## config.mk

```make
export PLATFORM = sky130hd
export DESIGN_NAME = vga_timing_gen
export DESIGN_NICKNAME = d
export VERILOG_FILES = /design/src/rtl/vga_timing_gen.sv
export SDC_FILE = /design/constraint.sdc
export NUM_CORES = 1
export LEC_CHECK = 0
export ABC_AREA = 1
export BUFFER_PORTS_ARGS = -buffer_cell sky130_fd_sc_hd__buf_2
export CAP_MARGIN = 20
export CORE_UTILIZATION = 60
export DETAILED_ROUTE_END_ITERATION = 10
export PLACE_DENSITY_LB_ADDON = 0.12
export SLEW_MARGIN = 10
export SYNTH_ARGS = -nofsm -noshare
export SYNTH_HDL_FRONTEND = slang
export SYNTH_SLANG_ARGS = --single-unit
```

## constraint.sdc

```tcl
create_clock -name clk -period 3.4 [get_ports clk]
set_clock_uncertainty 0.15 [all_clocks]
set_input_delay 0.17 -clock clk [delete_from_list [all_inputs] [get_ports clk]]
set_output_delay 0.17 -clock clk [all_outputs]
set_load 0.1 [all_outputs]
```

## src/rtl/vga_timing_gen.sv

```systemverilog
// VGA raster timing: a pixel-rate divider drives horizontal/vertical counters,
// and every output is registered together so all of them describe the same pixel.
module vga_timing_gen #(
  parameter int CLK_DIV  = 2,
  parameter int H_ACTIVE = 640,
  parameter int H_FP     = 16,
  parameter int H_SYNC   = 96,
  parameter int H_BP     = 48,
  parameter int V_ACTIVE = 480,
  parameter int V_FP     = 10,
  parameter int V_SYNC   = 2,
  parameter int V_BP     = 33
) (
  input  logic       clk,
  input  logic       rst,
  output logic [9:0] pixel_x,
  output logic [9:0] pixel_y,
  output logic       hsync,
  output logic       vsync,
  output logic       blank,
  output logic       frame_start
);

  localparam int H_TOTAL = H_ACTIVE + H_FP + H_SYNC + H_BP;
  localparam int V_TOTAL = V_ACTIVE + V_FP + V_SYNC + V_BP;
  localparam int DIV_W   = (CLK_DIV > 1) ? $clog2(CLK_DIV) : 1;

  localparam logic [DIV_W-1:0] DIV_LAST = DIV_W'(CLK_DIV - 1);
  localparam logic [9:0] H_LAST   = 10'(H_TOTAL - 1);
  localparam logic [9:0] V_LAST   = 10'(V_TOTAL - 1);
  localparam logic [9:0] H_VIS    = 10'(H_ACTIVE);
  localparam logic [9:0] V_VIS    = 10'(V_ACTIVE);
  localparam logic [9:0] HS_FIRST = 10'(H_ACTIVE + H_FP);
  localparam logic [9:0] HS_LAST  = 10'(H_ACTIVE + H_FP + H_SYNC - 1);
  localparam logic [9:0] VS_FIRST = 10'(V_ACTIVE + V_FP);
  localparam logic [9:0] VS_LAST  = 10'(V_ACTIVE + V_FP + V_SYNC - 1);

  // No handshake: every output is valid in every clk and is sampled unconditionally.

  logic [DIV_W-1:0] div;
  logic             pix_tick;
  logic             h_wrap;
  logic             v_wrap;
  logic [9:0]       x_next;
  logic [9:0]       y_next;

  assign pix_tick = (div == DIV_LAST);
  assign h_wrap   = (pixel_x == H_LAST);
  assign v_wrap   = (pixel_y == V_LAST);

  always_comb begin
    x_next = pixel_x + 10'd1;
    y_next = pixel_y;
    if (h_wrap) begin
      x_next = '0;
      y_next = v_wrap ? '0 : pixel_y + 10'd1;
    end
  end

  always_ff @(posedge clk or negedge rst) begin
    if (!rst) begin
      div <= '0;
    end else begin
      div <= pix_tick ? '0 : div + DIV_W'(1);
    end
  end

  // Sync/blank are decoded from the next counts so they land on the same edge as the counts.
  always_ff @(posedge clk or negedge rst) begin
    if (!rst) begin
      pixel_x     <= '0;
      pixel_y     <= '0;
      hsync       <= 1'b1;
      vsync       <= 1'b1;
      blank       <= 1'b0;
      frame_start <= 1'b0;
    end else begin
      frame_start <= 1'b0;
      if (pix_tick) begin
        pixel_x     <= x_next;
        pixel_y     <= y_next;
        hsync       <= !((x_next >= HS_FIRST) && (x_next <= HS_LAST));
        vsync       <= !((y_next >= VS_FIRST) && (y_next <= VS_LAST));
        blank       <= (x_next >= H_VIS) || (y_next >= V_VIS);
        frame_start <= h_wrap && v_wrap;
      end
    end
  end

endmodule

```

==> metrics <==
Hold/Removal Path Class in -> async; mapped cell area around 0.0016 mm2; synthesized area per cell between 6 and 7 um2; Die H roughly 54 um; clk_lat worst skew 0.32 ns; Setup Buffers After CTS 0; H-tree Lvls 1; Final Hold Fails 0; Worst Path Required between 3 and 4 ns; CP bufs+invs 1; diode count 0; setup violators final 0; capturing point of the worst reg2reg path blank$_DFFE_PN0P_; I/O Buffers 25; Worst setup SP type register; CTS Buffer Depth 2; area grow syn2layout 9.96%; iteration-0 DRC count of the detailed router between 40 and 50; initial core utilization ~64%; largest net degree at the start of global routing 27; worst flop-to-flop path startpoint pixel_x[1]$_DFFE_PN0P_; first-pass GRT wire length between 5 and 6 mm; crit path max fanout 11; TritonCTS buffer count 3; CP max-delay cell dfrtp_1; dpl hpwl 2.43 mm; Wirelength per Cell 11.3 um; Pwr per Cell Area about 250 mW/mm2; drt pass-1 iters 4; fin crit period about 2.1 ns; die extent in x between 50 and 60 um; final RePlAce weighted congestion between 0.8 and 0.9; Routed Antenna Nets 0; Total Wirelength approximately 3.3 mm; Arr. time, crit path roughly 2.3 ns; setup_tns 0 ns; area leader, netlist dfrtp_1; most common cell after layout, fill and taps aside nand2_1; post-route core utilization a little over two thirds; Leakage roughly 0.001 uW; fin area 0.00177 mm2; element type at the critical path end register; post-synth top area share about 36%; core area 0.00250 mm2; share of layout cells above drive strength 1 approximately 15%; I/O Pins 26; Nets 268; Max IR drop VDD 0.211 mV; vias per cell 5.15; RSZ-0062 raised after global routing false; crit-path max cell delay ~0.45 ns; grt total ovfl 0; CTS Sinks 25; detailed-route via count 1500; Slew @ Worst Pin slightly below 0.7 ns; Crit path max-delay family simple AND/OR/NAND/NOR gates; row cnt 18; clk slew on worst S/H paths between 0.1 and 0.15 ns; Mapped Cells 237; Die ar. approximately 0.0029 mm2; CTS tree done; outcome finished, final reports clean; CTS root buf clkbuf_4; post-synth cell types 28; CP dominant cell by count nand2_1; FMAX between 400 and 500 MHz; DRC Markers 0; fin. max-slew vios 0; gr usage total about 24%; register area share after synthesis 39.1%; yosys warns 0; Post-CTS Resized 0; syn_nets about 240; commonest non-fill, non-tap cells in the layout nand2_1, inv_1, nor2_1, buf_2, dfrtp_1; final cycle utilization of the critical path a little over three fifths; ordered cell list for the critical path ha_1, nand2_2, nor2_4, nand3_2, clkinv_1, nand2_1, nand2_1, nor2_1, nand2_1, nand2_1, nor2_1, nor2_1; number of max-cap violations 0; placed inst area between 0.0015 and 0.002 mm2; R2R cell count 12; Crit Path Category reg -> reg; vias in the first global route ~1200; relative slew slack between 50% and 60%; initial antenna violation count 0; flop-to-flop setup slack 1.27 ns; Synth area leaders dfrtp_1, nand2_1, inv_1; register bit count reported by yosys 25
## cell families (layout without fill, tap and decap cells)
family	after synthesis	after routing	share of synthesized area (%)
fa+ha+maj	4	4	3.11
buf+inv	37	61	9.88
simple gates	140	140	36.6
mux	1	1	0.623
compound gates	27	27	9.11
flops	25	25	39.1
xor+xnor	3	3	1.63
## Yosys cell counts
cell      number
nand2_1       86
inv_1         29
nor2_1        25
dfrtp_1       23
o21ai_0       18
nand3_1       15
nand4_1        5
ha_1           4
nor2_2         3
o21bai_1       3
xor2_1         3
a21oi_1        2
buf_6          2
clkbuf_1       2
dfstp_2        2
nand2_2        2
o21ai_1        2
a31oi_1        1
buf_2          1
buf_4          1
clkinv_1       1
inv_2          1
mux2i_1        1
nand3_2        1
nor2_4         1
nor3_1         1
nor3b_1        1
o21a_1         1
## metrics by stage
stage	cells	hold WS (ns)	setup slack, ns	total power [uW]
global route	291	0.239	1.03	460
floorplan	237	-0.276	0.934	303
finish	291	0.179	1.27	443
global placement	286	0.0289	1.38	309
detailed placement	286	0.0310	1.30	309
CTS	291	0.202	1.26	448
## repair_timing
action	CTS	global route
endpoints found under the setup margin	0	0
hold buffers	1	0
hold endpoints to repair	23	0
## report_power, final
part	switching, uW	internal, uW	leakage, uW
sequential	0	298	0.000328
combinational	5.34	1.16	0.000654
clock	93.7	45.0	0.0000139
## worst reg2reg max path: cells and delay by family (launching register included)
kind          cells  cell delay, ns
fa+ha+maj         1            0.23
simple gates     10            0.94
buf+inv           1            0.31
flops             1            0.45
## registers in the layout, summed over array words and instances, names as in the netlist
name,cells
blank,1
div,1
frame_start,1
hsync,1
pixel_x,10
pixel_y,10
vsync,1
## worst max-delay path by stage
stage,startpoint,cells after the start,to,slack (ns)
floorplan,pixel_x[1]$_DFFE_PN0P_,12,blank$_DFFE_PN0P_,0.93
global route,pixel_x[1]$_DFFE_PN0P_,12,blank$_DFFE_PN0P_,1.03
CTS,pixel_x[1]$_DFFE_PN0P_,12,blank$_DFFE_PN0P_,1.26
global placement,pixel_x[1]$_DFFE_PN0P_,12,blank$_DFFE_PN0P_,1.38
finish,pixel_x[1]$_DFFE_PN0P_,12,blank$_DFFE_PN0P_,1.27
detailed placement,pixel_x[1]$_DFFE_PN0P_,12,blank$_DFFE_PN0P_,1.30
## layout make-up
class / instances / area (um2)
Clock buffer: 3 / 22.5
Clock inverter: 1 / 7.51
Fill cell: 209 / 732
Inverter: 31 / 116
Multi-Input combinational cell: 175 / 821
Sequential cell: 25 / 628
Tap cell: 30 / 37.5
Timing Repair Buffer: 26 / 135
## per-layer routing
| layer | routed length [um] | global-route usage, % |
|---|---|---|
| met5 | 0 | 0 |
| met4 | 33 | 5.26 |
| met3 | 125 | 2.54 |
| met2 | 1460 | 41.2 |
| met1 | 1680 | 33.0 |
(Power assumes the default switching activity.)
